[config.mk]
export PLATFORM = sky130hd
export DESIGN_NAME = dcache_fill_unit
export DESIGN_NICKNAME = d
export VERILOG_FILES = /design/src/rtl/dcache_fill_unit.sv
export SDC_FILE = /design/constraint.sdc
export NUM_CORES = 1
export LEC_CHECK = 0
export ABC_AREA = 1
export BUFFER_PORTS_ARGS = -buffer_cell sky130_fd_sc_hd__buf_2
export CAP_MARGIN = 20
export CELL_PAD_IN_SITES_DETAIL_PLACEMENT = 0
export CELL_PAD_IN_SITES_GLOBAL_PLACEMENT = 1
export CORE_ASPECT_RATIO = 0.9
export CORE_MARGIN = 2
export CORE_UTILIZATION = 35
export CTS_CLUSTER_SIZE = 8
export DETAILED_ROUTE_END_ITERATION = 10
export PLACE_DENSITY = 0.61
export SKIP_CTS_REPAIR_TIMING = 1
export SYNTH_ARGS = -nofsm -noshare
export SYNTH_HDL_FRONTEND = slang
export SYNTH_SLANG_ARGS = --single-unit
[constraint.sdc]
create_clock -name clk -period 15.2 [get_ports clk]
set_input_delay 3.04 -clock clk [delete_from_list [all_inputs] [get_ports clk]]
set_output_delay 3.04 -clock clk [all_outputs]
set_load 0.02 [all_outputs]
[src/rtl/dcache_fill_unit.sv]
// ============================================================================
// Module      : dcache_fill_unit
// Description : Direct-mapped write-through, no-write-allocate L1 data cache
//               with a single-outstanding miss/fill FSM. Optional hit/miss
//               counters are built when DCACHE_STATS_EN is defined.
// Revision    : 1.0 - initial release
// ============================================================================
`default_nettype none

module dcache_fill_unit #(
    parameter int ADDR_W = 32,
    parameter int DATA_W = 32,
    parameter int LINES  = 16
) (
    input  logic              clk,
    input  logic              reset,
    input  logic [ADDR_W-1:0] lookup_addr,
    input  logic              data_missed1,
    output logic              data_ready1,
    output logic [DATA_W-1:0] data_response1,
    input  logic              st_valid,
    input  logic [ADDR_W-1:0] st_addr,
    input  logic [DATA_W-1:0] st_data,
    output logic              st_ready,
    output logic              mem_req_valid,
    output logic              mem_req_we,
    output logic [ADDR_W-1:0] mem_req_addr,
    output logic [DATA_W-1:0] mem_req_wdata,
    input  logic              mem_req_ready,
    input  logic              mem_resp_valid,
    input  logic [DATA_W-1:0] mem_resp_data
`ifdef DCACHE_STATS_EN
    ,
    output logic [31:0]       stat_hits,
    output logic [31:0]       stat_misses
`endif
);

    localparam int IDX_W = $clog2(LINES);
    localparam int TAG_W = ADDR_W - 2 - IDX_W;
    localparam int WA_W  = ADDR_W - 2;

    typedef enum logic [1:0] {
        S_IDLE    = 2'd0,
        S_RD_REQ  = 2'd1,
        S_RD_WAIT = 2'd2,
        S_WR_REQ  = 2'd3
    } state_t;

    state_t state_q, state_d;

    logic [LINES-1:0]  valid_q;
    logic [TAG_W-1:0]  tag_q  [LINES];
    logic [DATA_W-1:0] data_q [LINES];
    logic [WA_W-1:0]   miss_addr_q;
    logic [WA_W-1:0]   st_addr_q;
    logic [DATA_W-1:0] st_data_q;

    logic [IDX_W-1:0]  lk_idx, st_idx, fill_idx;
    logic [TAG_W-1:0]  lk_tag, st_tag, fill_tag;
    logic              hit, miss_start, st_accept, st_hit, fill_done;
    logic              unused_addr_bits;

    assign lk_idx   = lookup_addr[2 +: IDX_W];
    assign lk_tag   = lookup_addr[ADDR_W-1 -: TAG_W];
    assign st_idx   = st_addr[2 +: IDX_W];
    assign st_tag   = st_addr[ADDR_W-1 -: TAG_W];
    assign fill_idx = miss_addr_q[0 +: IDX_W];
    assign fill_tag = miss_addr_q[WA_W-1 -: TAG_W];
    assign unused_addr_bits = ^{lookup_addr[1:0], st_addr[1:0]};

    assign hit            = valid_q[lk_idx] && (tag_q[lk_idx] == lk_tag);
    assign data_ready1    = hit;
    assign data_response1 = hit ? data_q[lk_idx] : '0;

    // A pending miss wins over a store; this also blocks stores during a fill.
    assign miss_start = (state_q == S_IDLE) && data_missed1 && !hit;
    assign st_ready   = (state_q == S_IDLE) && !(data_missed1 && !hit);
    assign st_accept  = st_valid && st_ready;
    assign st_hit     = valid_q[st_idx] && (tag_q[st_idx] == st_tag);
    assign fill_done  = (state_q == S_RD_WAIT) && mem_resp_valid;

    always_comb begin
        state_d       = state_q;
        mem_req_valid = 1'b0;
        mem_req_we    = 1'b0;
        mem_req_addr  = '0;
        mem_req_wdata = '0;
        case (state_q)
            S_IDLE: begin
                if (miss_start) begin
                    state_d = S_RD_REQ;
                end else if (st_accept) begin
                    state_d = S_WR_REQ;
                end
            end
            S_RD_REQ: begin
                mem_req_valid = 1'b1;
                mem_req_addr  = {miss_addr_q, 2'b00};
                if (mem_req_ready) begin
                    state_d = S_RD_WAIT;
                end
            end
            S_RD_WAIT: begin
                if (mem_resp_valid) begin
                    state_d = S_IDLE;
                end
            end
            S_WR_REQ: begin
                mem_req_valid = 1'b1;
                mem_req_we    = 1'b1;
                mem_req_addr  = {st_addr_q, 2'b00};
                mem_req_wdata = st_data_q;
                if (mem_req_ready) begin
                    state_d = S_IDLE;
                end
            end
            default: state_d = S_IDLE;
        endcase
    end

    always_ff @(posedge clk) begin
        if (!reset) begin
            state_q     <= S_IDLE;
            valid_q     <= '0;
            miss_addr_q <= '0;
            st_addr_q   <= '0;
            st_data_q   <= '0;
        end else begin
            state_q <= state_d;
            if (fill_done) begin
                valid_q[fill_idx] <= 1'b1;
            end
            if (miss_start) begin
                miss_addr_q <= lookup_addr[ADDR_W-1:2];
            end
            if (st_accept) begin
                st_addr_q <= st_addr[ADDR_W-1:2];
                st_data_q <= st_data;
            end
        end
    end

    // Tag/data arrays carry no reset; the valid bits alone qualify them.
    always_ff @(posedge clk) begin
        if (fill_done) begin
            tag_q[fill_idx]  <= fill_tag;
            data_q[fill_idx] <= mem_resp_data;
        end else if (st_accept && st_hit) begin
            data_q[st_idx] <= st_data;
        end
    end

`ifdef DCACHE_STATS_EN
    logic [31:0] hits_q, misses_q;

    always_ff @(posedge clk) begin
        if (!reset) begin
            hits_q   <= '0;
            misses_q <= '0;
        end else begin
            if (!data_missed1 && hit && (hits_q != 32'hFFFF_FFFF)) begin
                hits_q <= hits_q + 32'd1;
            end
            if (miss_start && (misses_q != 32'hFFFF_FFFF)) begin
                misses_q <= misses_q + 32'd1;
            end
        end
    end

    assign stat_hits   = hits_q;
    assign stat_misses = misses_q;
`endif

endmodule

`default_nettype wire

# == Yosys cells after proc, flatten, opt, wreduce, memory -nomap -nowiden ==
# Memories as Yosys holds them, arrays and structs flattened.
# Cells that the tools add are included.
# W data, S select, Z words.
# totals
register_bits,110
ramBits,928
inputBits,134
out_inout_bits,100
wordCells,62
mem_count,2
# classes
magnitude_cmp,4
eq_ne,9
muxes,25
n_bitwise,1
n_reduce_logical,16
# memory_table
memory,words,width,rd,rd_ports_with_merged_regs,wr,line,source
data_q,16,32,1,0,1,54,logic [DATA_W-1:0] data_q [LINES];
tag_q,16,26,2,0,1,53,logic [TAG_W-1:0] tag_q [LINES];
# ops
operator,count
$mux W32,3
$pmux W32 S2,1
$eq A26 B26 Y1,2
$reduce_or A32 Y1,1
$or A16 B16 Y16,1
$lt A4 B5 Y1 const B,3
$mux W1,11
$logic_and A1 B1 Y1,10
$mux W2,5
$bmux W1 S4,2
$pmux W2 S4,1
$ne A2 B2 Y1 const B,3
$demux W1 S4,1
$eq A2 B2 Y1 const B,2
$ge A4 B1 Y1 const B,1
$mux W4,1
$reduce_and A4 Y1,1
$ne A3 B3 Y1 const B,1
$eq A2 B1 Y1 const B,1
$logic_not A1 Y1,2
$logic_not A2 Y1,1
$reduce_or A2 Y1,1

# == Longest topological paths before layout ==
# depth
ltp_word,14
depth_mapped,23

# == Worst setup path after synthesis ==
# No wires, ideal clock.
# synth_path
path_type,in2out
start,in lookup_addr[2]
end,out data_response1[10]
arrival_time_ps,5258
required_ps,12160
path_slack_ps,6902
stages,10
path_buffers,6
path_cell_list,buf_4 > buf_6 > buf_6 > buf_2 > clkbuf_1 > clkbuf_1 > a21oi_1 > a221oi_1 > nor3_1 > nor4_1
# synth_via
elab_chain_cells,4
# synth_lines
element,line,source
"start, declared",17,"input logic [ADDR_W-1:0] lookup_addr,"
$mem_v2 Z16 W26 or $bmux W1 S4 (tied branches),--,
$eq A26 B26 Y1 or $mux W1 (tied branches),72,assign hit = valid_q[lk_idx] && (tag_q[lk_idx] == lk_tag);
$logic_and A1 B1 Y1,72,
$mux W32 (*),74,assign data_response1 = hit ? data_q[lk_idx] : '0;
"end, declared",20,"output logic [DATA_W-1:0] data_response1,"
# Every way passes the cells marked *; elsewhere a longest branch is shown, timed or not. The select of a mux whose other input is x is not followed.

# == Worst setup path in the final report ==
# layout_path
start,in lookup_addr[2]
end,out data_response1[14]
# The elaborated chain is that of the path after synthesis.

==> key figures <==
STA
  – Clk_skew: 0.06128 ns
  – Worst hold margin: ~0.45 ns
  – F_max: roughly 0.09 GHz
  – Worst slew pin tran: around 1.1 ns
  – Final slew viol count: 0
  – Slew margin rel.: 0.2394
  – Final worst path period share: 0.7360
  – Setup_tns: 0 ns
  – RSZ-0062 raised after global routing: false
  – Final Hold Viols: 0
  – Fin crit period: between 10 and 15 ns
  – Setup violations, final: 0

Setup path
  – Critical path type: input port to primary output
  – WP data required: around 12 ns
  – CP Launch Type: input port
  – Reg2Reg Depth: 21
  – R2R Setup Slk: 9.82 ns
  – Max Fanout on Critical Path: 80
  – Arrival @ worst endpoint: ~8 ns
  – Critical Path Sink Type: primary output

Detailed routing
  – Vias: approximately 36k
  – Post-DRT Antenna Nets: 0
  – Drt wl/cell: between 20 and 25 µm
  – Drt drc: 0
  – DR vias/cell: about 5.3
  – 1st-iter DRT viols: about 3.7k
  – Total length of routed wires: 165.2 mm
  – DR pass1 iterations: 8

Finish
  – Fraction of layout cells with a size suffix above 1: 0.1178
  – Seq. cell area: between 30000 and 40000 µm²
  – Most frequent cells in the layout: nand2_1 (1012), edfxtp_1 (928), nand3_1 (560)
  – # fillers: between 10k and 15k
  – Final Instance Area: about 55000 µm²
  – Multi-input gate area: 14570 µm²
  – Area grow syn2layout: 15.25%
  – Nets: 4979
  – Layout Cells excl Fill: 6781
  – Most common cell after layout, fill and taps aside: nand2_1

Synth
  – Synth warnings: 0
  – Avg Cell Area, Syn: between 10 and 15 µm²
  – Post-synth ARST share: 0
  – Post-Synthesis Cells: approximately 4.7k
  – Register area share after synthesis: 0.6309
  – Synthesized area: about 48000 µm²
  – Most used DFF post-synth: edfxtp_1
  – Unique masters post-synth: between 40 and 50
  – EDFF count, synth: about 930
  – FF+latch count, synth: about 1.0k

Placement
  – RePlAce Congestion: between 0.8 and 0.9
  – Port bufs: between 200 and 250
  – Dpl cell area: 50420 µm²
  – Placed cells: ~6.5k
  – DP HPWL: 88.17 mm

Hold path
  – Worst hold-check path type: register to register
  – Hold path depth: 2

CTS
  – Maximum clock insertion buffer count: 3
  – H-Tree Depth: 4
  – Clock Pin Slew Worst Setup and Hold Paths: roughly 0.050 ns
  – Sink Count: 1038
  – CTS tree: done
  – CTS buffer count: 148
  – Worst skew pair latency: roughly 0.80 ns
  – Clock root buffer master: clkbuf_16

Global routing
  – Gr usage total: 0.2344
  – Largest net degree at the start of global routing: 102
  – Vias in the first global route: ~34k
  – Gr ovfl total: 0
  – First-pass GRT wire length: 235.9 mm
  – Initial antenna violation count: 9

Floorplan
  – Die Span Y: around 350 µm
  – Initial core utilization: 0.3526
  – Core Footprint: 135200 µm²
  – # IOs: 234
  – Full die area: roughly 140000 µm²
  – Placement Rows: ~130
  – Die X: 393.0 µm

Power
  – Cell Pwr Density: ~130 nW/µm²
  – Max VDD drop: about 0.11 mV
  – Total power: about 0.0070 W
  – Leakage power: 20.66 nW

Flow run
  – Max_cap viols: 0

Outcome
  – Outcome: finished, final reports clean
[per-layer routing]
layer	up-vias	global-route usage	share of wire
li1	16840	-	-
met1	17720	0.3335	0.45
met2	1288	0.3643	0.45
met3	233	0.03979	0.072
met4	4	0.07395	0.027
met5	-	0	0.00018
[worst max-delay path, cell delays in order]
cell	delay (ns)
buf_8	0.38
buf_4	0.79
buf_4	0.66
or2_2	0.22
nand3_1	0.06
nand3_1	0.12
nand3_1	0.19
nand3_1	0.29
nand2_1	0.12
nor2_1	0.12
nand2_1	0.05
nor2_1	0.32
nand2_2	0.06
buf_4	0.33
nor4_1	0.86
buf_2	0.31
[registers in the layout, indices dropped and copies added (netlist names)]
name and flops:
st_addr_q 30, data_q 512, state_q 2, miss_addr_q 30
st_data_q 32, valid_q 16, tag_q 416
[per-stage QoR]
stage | utilization | setup WS [ns]
2_1_floorplan | - | 6.902
3_3_place_gp | 0.3730 | 4.194
3_5_place_dp | 0.3730 | 4.196
4_1_cts | 0.4061 | 4.184
5_1_grt | 0.4063 | 3.913
6_report | 0.4063 | 4.012
[final timing paths]
check                 startpoint            endpoint
hold reg to reg     st_data_q[4]        st_data_q[4]
hold / removal      st_data_q[4]        st_data_q[4]
setup reg to reg    tag_q[8][21]       data_q[11][1]
setup / recovery  lookup_addr[2]  data_response1[14]
[report_power, final]
group          total [W]  switching [W]  internal (W)
combinational   0.000607       0.000448      0.000159
clock            0.00318        0.00130       0.00188
sequential       0.00325      0.0000563       0.00319
total            0.00704        0.00180       0.00523
[synthesized netlist by cell type (2+ instances only)]
cell type	number	area share
o21ai_0	188	0.020
buf_6	14	0.0033
clkbuf_1	163	0.013
a311oi_1	25	0.0046
a221oi_1	103	0.019
mux2_2	2	0.00047
o21ai_1	4	0.00042
nand2_1	1014	0.080
buf_1	43	0.0034
edfxtp_1	928	0.58
mux2_4	30	0.0095
o211ai_1	143	0.023
inv_1	457	0.036
clkinv_1	2	0.00016
clkbuf_2	2	0.00021
or2_0	13	0.0017
buf_4	9	0.0014
a21oi_1	415	0.044
inv_2	4	0.00031
dfxtp_1	110	0.046
o22ai_1	30	0.0039
buf_2	105	0.011
nor3_1	42	0.0044
nor2_2	4	0.00053
or2_2	34	0.0045
nand4_1	9	0.0012
nand3_1	560	0.059
nand3b_1	8	0.0013
nor4_1	32	0.0042
or2_1	2	0.00026
nor2_1	223	0.018
[cells by family (layout without fill, tap and decap cells)]
logic type	Yosys count	in the layout	share of synthesized area
simple gates	1947	1947	0.1759
flops	1038	1038	0.6309
compound gates	911	911	0.1143
buf+inv	799	1028	0.06865
mux	32	32	0.009924
other cells	1	4	0.00007869
xor+xnor	1	1	0.0001838
[cell type report]
| class | count | area share |
|---|---|---|
| repair buffers | 301 | 0.03223 |
| flip-flops and latches | 1038 | 0.5475 |
| inverters | 463 | 0.03210 |
| multi-input cells | 2893 | 0.2653 |
| well taps | 1820 | 0.04146 |
| clock buffers | 249 | 0.07472 |
| diodes | 2 | 0.00009112 |
| clock inverters | 15 | 0.006652 |
No activity file was read; power rests on OpenSTA's default activity.
